File: config.mk
export PLATFORM = sky130hd
export DESIGN_NAME = life_display_pipe
export DESIGN_NICKNAME = d
export VERILOG_FILES = /design/src/rtl/life_display_pkg.sv /design/src/rtl/frame_fx_timer.sv /design/src/rtl/life_display_pipe.sv
export SDC_FILE = /design/constraint.sdc
export NUM_CORES = 1
export LEC_CHECK = 0
export BUFFER_PORTS_ARGS = -buffer_cell sky130_fd_sc_hd__buf_2
export CAP_MARGIN = 20
export CORE_MARGIN = 5
export CORE_UTILIZATION = 49
export DETAILED_ROUTE_END_ITERATION = 7
export HOLD_SLACK_MARGIN = 0.03
export PLACE_DENSITY = 0.86
export SETUP_SLACK_MARGIN = 0.4
export SLEW_MARGIN = 20
export SYNTH_ARGS = -nofsm -noshare
export SYNTH_HDL_FRONTEND = slang
export SYNTH_SLANG_ARGS = --single-unit
File: constraint.sdc
create_clock -name clk -period 1.74 [get_ports clk]
set_input_delay 0.087 -clock clk [delete_from_list [all_inputs] [get_ports clk]]
set_output_delay 0.087 -clock clk [all_outputs]
set_load 0.05 [all_outputs]
File: src/rtl/life_display_pkg.sv
// Shared types and constants for the Life VGA cell renderer: palette,
// cell transition codes and the stage-1 sideband bundle.
package life_display_pkg;

  localparam logic [11:0] COL_DEAD   = 12'h000;
  localparam logic [11:0] COL_ALIVE  = 12'h0F0;
  localparam logic [11:0] COL_BORN   = 12'hFF0;
  localparam logic [11:0] COL_DIED   = 12'hF00;
  localparam logic [11:0] COL_GRID   = 12'h333;
  localparam logic [11:0] COL_CURSOR = 12'hFFF;

  // Encoded as {was_alive, alive} so the RAM outputs concatenate straight into it.
  typedef enum logic [1:0] {
    DEAD       = 2'b00,
    JUST_ALIVE = 2'b01,
    JUST_DEAD  = 2'b10,
    ALIVE      = 2'b11
  } cell_state_e;

  typedef struct packed {
    logic valid;
    logic in_range;
    logic grid_line;
    logic cursor_edge;
  } s1_side_t;

  function automatic logic [11:0] cell_colour(input cell_state_e st, input logic fade_on);
    case (st)
      JUST_ALIVE: return fade_on ? COL_BORN : COL_ALIVE;
      JUST_DEAD:  return fade_on ? COL_DIED : COL_DEAD;
      ALIVE:      return COL_ALIVE;
      default:    return COL_DEAD;
    endcase
  endfunction

endpackage

File: src/rtl/frame_fx_timer.sv
// Frame-rate effect timers: transition fade countdown after each generation
// step, and the cursor blink phase.
module frame_fx_timer #(
  parameter int FADE_FRAMES  = 8,
  parameter int BLINK_FRAMES = 16
) (
  input  logic clk,
  input  logic rst_n,
  input  logic frame_start,
  input  logic gen_step,
  output logic fade_on,
  output logic blink
);

  localparam logic [7:0] FADE_LOAD  = 8'(FADE_FRAMES);
  localparam logic [7:0] BLINK_LAST = 8'(BLINK_FRAMES - 1);

  logic [7:0] fade_cnt_q, fade_cnt_d;
  logic [7:0] frame_cnt_q, frame_cnt_d;
  logic       blink_q, blink_d;

  // NOTE: every variable gets a default at the top of the block, so no path leaves it unassigned and no latch is inferred.
  always_comb begin
    fade_cnt_d  = fade_cnt_q;
    frame_cnt_d = frame_cnt_q;
    blink_d     = blink_q;
    // A new generation restarts the fade even on a frame boundary.
    if (gen_step) begin
      fade_cnt_d = FADE_LOAD;
    end else if (frame_start && fade_cnt_q != 8'd0) begin
      fade_cnt_d = fade_cnt_q - 8'd1;
    end
    if (frame_start) begin
      if (frame_cnt_q == BLINK_LAST) begin
        frame_cnt_d = 8'd0;
        blink_d     = ~blink_q;
      end else begin
        frame_cnt_d = frame_cnt_q + 8'd1;
      end
    end
  end

  // NOTE: state registers use non-blocking assignments so every flop samples pre-edge values.
  always_ff @(posedge clk or negedge rst_n) begin
    if (!rst_n) begin
      fade_cnt_q  <= 8'd0;
      frame_cnt_q <= 8'd0;
      blink_q     <= 1'b0;
    end else begin
      fade_cnt_q  <= fade_cnt_d;
      frame_cnt_q <= frame_cnt_d;
      blink_q     <= blink_d;
    end
  end

  assign fade_on = (fade_cnt_q != 8'd0);
  assign blink   = blink_q;

endmodule

File: src/rtl/life_display_pipe.sv
// Two-stage pixel-to-colour pipeline for the Life display: stage 1 maps x/y to
// a cell address and issues the RAM read, stage 2 picks the colour.
module life_display_pipe
  import life_display_pkg::*;
#(
  parameter int COORD_W      = 11,
  parameter int CELL_SHIFT   = 7,
  parameter int COL_BITS     = 2,
  parameter int ROW_BITS     = 2,
  parameter int GRID_X0      = 0,
  parameter int GRID_Y0      = 0,
  parameter int FADE_FRAMES  = 8,
  parameter int BLINK_FRAMES = 16
) (
  input  logic                         clk,
  input  logic                         rst_n,
  input  logic                         pix_valid,
  input  logic [COORD_W-1:0]           x,
  input  logic [COORD_W-1:0]           y,
  input  logic                         frame_start,
  input  logic                         gen_step,
  output logic                         cell_rd_en,
  output logic [COL_BITS+ROW_BITS-1:0] cell_addr,
  input  logic                         cell_alive,
  input  logic                         cell_was_alive,
  input  logic                         grid_en,
  input  logic                         cursor_en,
  input  logic [COL_BITS-1:0]          cursor_col,
  input  logic [ROW_BITS-1:0]          cursor_row,
  output logic                         rgb_valid,
  output logic [11:0]                  rgb
);

  localparam int ADDR_W = COL_BITS + ROW_BITS;
  localparam logic [COORD_W:0] X0     = (COORD_W+1)'(GRID_X0);
  localparam logic [COORD_W:0] Y0     = (COORD_W+1)'(GRID_Y0);
  localparam logic [COORD_W:0] GRID_W = (COORD_W+1)'(1 << (CELL_SHIFT + COL_BITS));
  localparam logic [COORD_W:0] GRID_H = (COORD_W+1)'(1 << (CELL_SHIFT + ROW_BITS));

  logic                  fade_on, blink;
  logic [COORD_W:0]      dx, dy;
  logic [COL_BITS-1:0]   col;
  logic [ROW_BITS-1:0]   row;
  logic [CELL_SHIFT-1:0] lx, ly;
  logic                  in_range, on_edge;

  s1_side_t          s1_q, s1_d;
  logic              cell_rd_en_q, cell_rd_en_d;
  logic [ADDR_W-1:0] cell_addr_q, cell_addr_d;
  logic              rgb_valid_q;
  logic [11:0]       rgb_q, rgb_d;

  frame_fx_timer #(
    .FADE_FRAMES (FADE_FRAMES),
    .BLINK_FRAMES(BLINK_FRAMES)
  ) u_fx (
    .clk        (clk),
    .rst_n      (rst_n),
    .frame_start(frame_start),
    .gen_step   (gen_step),
    .fade_on    (fade_on),
    .blink      (blink)
  );

  // One extra bit makes left/above-origin pixels come out negative.
  assign dx  = {1'b0, x} - X0;
  assign dy  = {1'b0, y} - Y0;
  assign col = dx[CELL_SHIFT +: COL_BITS];
  assign row = dy[CELL_SHIFT +: ROW_BITS];
  assign lx  = dx[CELL_SHIFT-1:0];
  assign ly  = dy[CELL_SHIFT-1:0];

  assign in_range = !dx[COORD_W] && !dy[COORD_W] && (dx < GRID_W) && (dy < GRID_H);
  assign on_edge  = (lx == '0) || (lx == '1) || (ly == '0) || (ly == '1);

  always_comb begin
    s1_d             = '0;
    s1_d.valid       = pix_valid;
    s1_d.in_range    = in_range;
    s1_d.grid_line   = grid_en && on_edge;
    s1_d.cursor_edge = cursor_en && on_edge && (col == cursor_col) && (row == cursor_row);
    cell_rd_en_d     = pix_valid && in_range;
    cell_addr_d      = cell_rd_en_d ? {col, row} : cell_addr_q;
  end

  // The RAM answers during the cycle after the strobe, so its data lines up with s1_q here.
  always_comb begin
    rgb_d = COL_DEAD;
    if (!s1_q.valid || !s1_q.in_range) begin
      rgb_d = COL_DEAD;
    end else if (s1_q.cursor_edge && blink) begin
      rgb_d = COL_CURSOR;
    end else if (s1_q.grid_line) begin
      rgb_d = COL_GRID;
    end else begin
      rgb_d = cell_colour(cell_state_e'({cell_was_alive, cell_alive}), fade_on);
    end
  end

  // Release is expected synchronous upstream; a local synchroniser would swallow the first pixels.
  always_ff @(posedge clk or negedge rst_n) begin
    if (!rst_n) begin
      s1_q         <= '0;
      cell_rd_en_q <= 1'b0;
      cell_addr_q  <= '0;
      rgb_valid_q  <= 1'b0;
      rgb_q        <= COL_DEAD;
    end else begin
      s1_q         <= s1_d;
      cell_rd_en_q <= cell_rd_en_d;
      cell_addr_q  <= cell_addr_d;
      rgb_valid_q  <= s1_q.valid;
      rgb_q        <= rgb_d;
    end
  end

  assign cell_rd_en = cell_rd_en_q;
  assign cell_addr  = cell_addr_q;
  assign rgb_valid  = rgb_valid_q;
  assign rgb        = rgb_q;

endmodule

==> run summary <==
status: complete, no violations
top-count cell post-synth: dfrtp_1
FMAX: 0.639 GHz
Tcrit/Tclk final: 89.9%
Die Width: 67.1 µm
cells after synthesis: 151
Static Leak: 1.10 nW
WHS: 0.0873 ns
# setup viols final: 0
WL/cell: 14.8 µm
WL final: 4060 µm
DR iter-0 viols: 68
Nets: 268
Mapped Nets: 189
most frequent cells after synthesis: 33 x dfrtp_1, 15 x nor2_1, 12 x nand2_1, 11 x a21oi_1, 8 x xnor2_1
number of antenna diodes: 0
cells taking the most area after synthesis: dfrtp_1 52%, xnor2_1 4.4%, nor2_1 3.5%
leading area contributor after synthesis: dfrtp_1
DRC: 0
max-slew violations: 0
num rows: 20
CTS H-tree lvls: 2
Max IR drop VDD: 0.573 mV
mapped cell area: 0.00160 mm²
crit-path max FO: 4
CTS tree: yes
Crit Path Category: flip-flop to flip-flop
Hold Path Class: input port to flip-flop
critical path, cell by cell: inv_2 > ha_4 > nor3b_4 > buf_6 > a211oi_4 > a21oi_1 > a31o_1
crit-path leading delay family: compound AO/OA/AOI/OAI gates
Skew-Pair Late Insertion Delay: 0.33 ns
worst-margin pin slew: 0.732 ns
Via density: 5.00
deepest clock path buffer count: 2
CP Capture Type: flip-flop
Core ar.: 0.00310 mm²
CP bufs+invs: 2
hold depth: 4
Starting Density: 51.5%
gpl congestion: 0.769
Worst Path Arrival: 1.79 ns
Yosys warnings: 0
Root Buffer: clkbuf_4
power per cell area: 976 mW/mm²
Final Critical Period: 1.56 ns
Vert. Die Dim: 67.1 µm
total congestion overflow: 0
IO Count: 53
Post-synth EDFFs: 0
share of post-route cells with drive strength above 1: 42.4%
Worst-path clk slew: 0.10 ns
global-route wire length before repair: 6330 µm
Clock Sinks: 33
initial antenna violation count: 0
via count: 1376
hpwl dp: 2400 µm
Worst Setup Start Kind: flip-flop
Rel. slew slack: 51.2%
final hold viol count: 0
die area: 0.00450 mm²
Distinct cells, synth: 34
Synth top area share: 51.7%
input/output buffers: 52
max-cap viol count: 0
gr usage total: 19.2%
Primary FF master, synth: dfrtp_1
Setup Skew: 0.00389 ns
total negative slack: 0 ns
share of flip-flops with an asynchronous set or reset: 100%
CP max-delay cell: dfrtp_1
vias in the first global route: 1379
R2R depth: 7
DRT antenna net count: 0
Seq/Total Area, Yosys: 51.7%
number of cells on the critical path: 7
CP peak stage delay: 0.40 ns
Layout area overhead: 40.3%
RSZ-0062 raised after global routing: true
Syn Area/Cell: 10.6 µm²
CTS Buf Count: 5
post-synthesis sequential element count: 33
Pre-Repair DR Iteration Count: 4
largest net degree at the start of global routing: 34
CP Data Required Time: 1.96 ns
==> path summary, 6_finish.rpt <==
check / start / slack, ns / to
setup reg to reg: u_fx.fade_cnt_q[0] / 0.18 / u_fx.fade_cnt_q[5]
setup / recovery: u_fx.fade_cnt_q[0] / 0.18 / u_fx.fade_cnt_q[5]
hold reg to reg: s1_q[3] / 0.39 / rgb_valid
min in group asynchronous: rst_n / 0.35 / u_fx.frame_cnt_q[2]
hold / removal: cursor_col[0] / 0.09 / s1_q[0]
max in group asynchronous: rst_n / 0.88 / u_fx.fade_cnt_q[2]
==> worst reg2reg max path: stages, from the launching register on <==
cell and delay (ns):
dfrtp_1 0.40, inv_2 0.08, ha_4 0.16, nor3b_4 0.14, buf_6 0.13, a211oi_4 0.27, a21oi_1 0.10, a31o_1 0.18
==> stage by stage <==
step / area [µm²] / std cells / utilization [%] / total power, mW / setup slack [ns]
CTS: 2160 / 268 / 69.6 / 2.11 / 0.166
global placement: 1870 / 240 / 60.4 / 1.47 / 0.225
detailed placement: 1870 / 240 / 60.4 / 1.49 / 0.153
finish: 2240 / 275 / 72.3 / 2.19 / 0.175
global route: 2240 / 275 / 72.3 / 2.31 / 0.133
floorplan: 1600 / 151 / - / 1.33 / 0.291
==> kinds of logic (layout without fill, tap and decap cells) <==
logic type	count (synthesis)	count (layout)	synth area share, %
compound gates	24	24	9.95
flops	33	33	51.7
buf+inv	15	95	5.01
mux	6	6	4.07
simple gates	57	57	19.8
xor+xnor	13	13	7.13
fa+ha+maj	3	3	2.35
==> placed cells by master, fill, tap and decap left out, drive strengths merged, types with 4 or more instances in the layout <==
master / count
clkbuf: 7
nor2: 15
nand2: 12
a21oi: 11
xor2: 5
dfrtp: 33
nand3: 5
buf: 68
nor4: 4
xnor2: 8
nand2b: 5
mux2: 4
nand4: 4
dlygate4sd3: 12
nor3: 5
inv: 7
==> layer usage <==
layer	GRT usage, %	up-vias	wire length, µm
li1	-	679	-
met3	6.07	4	268
met5	0	-	0
met4	7.59	0	38
met1	21.9	643	1620
met2	33.1	50	2130
==> state kept, by name, summed over array words and instances (netlist names) <==
name	cells
s1_q	4
cell_addr	4
rgb	6
cell_rd_en	1
u_fx.fade_cnt_q	8
u_fx.blink	1
rgb_valid	1
u_fx.frame_cnt_q	8
==> area by class of cell <==
cell class              count  area, µm²
clock buffers               7       65.1
clock inverters             1       5.00
fillers                   236        861
inverters                   7       26.3
multi-input cells         103        756
flip-flops and latches     33        827
well taps                  44       55.1
repair buffers             80        508
==> power by group <==
group | internal [mW] | leakage (nW) | switching, mW
clock network | 0.234 | 0.0413 | 0.256
logic | 0.356 | 0.625 | 0.378
registers | 0.868 | 0.431 | 0.0975
total | 1.46 | 1.10 | 0.732
==> what timing repair did <==
item,in CTS,in global routing
hold endpoints to repair,48,1
pin swaps,7,13
setup endpoints to repair,10,15
resized for setup,8,10
hold buffers,11,1
buffers inserted,9,6
Power figures use the tool's default switching activity.
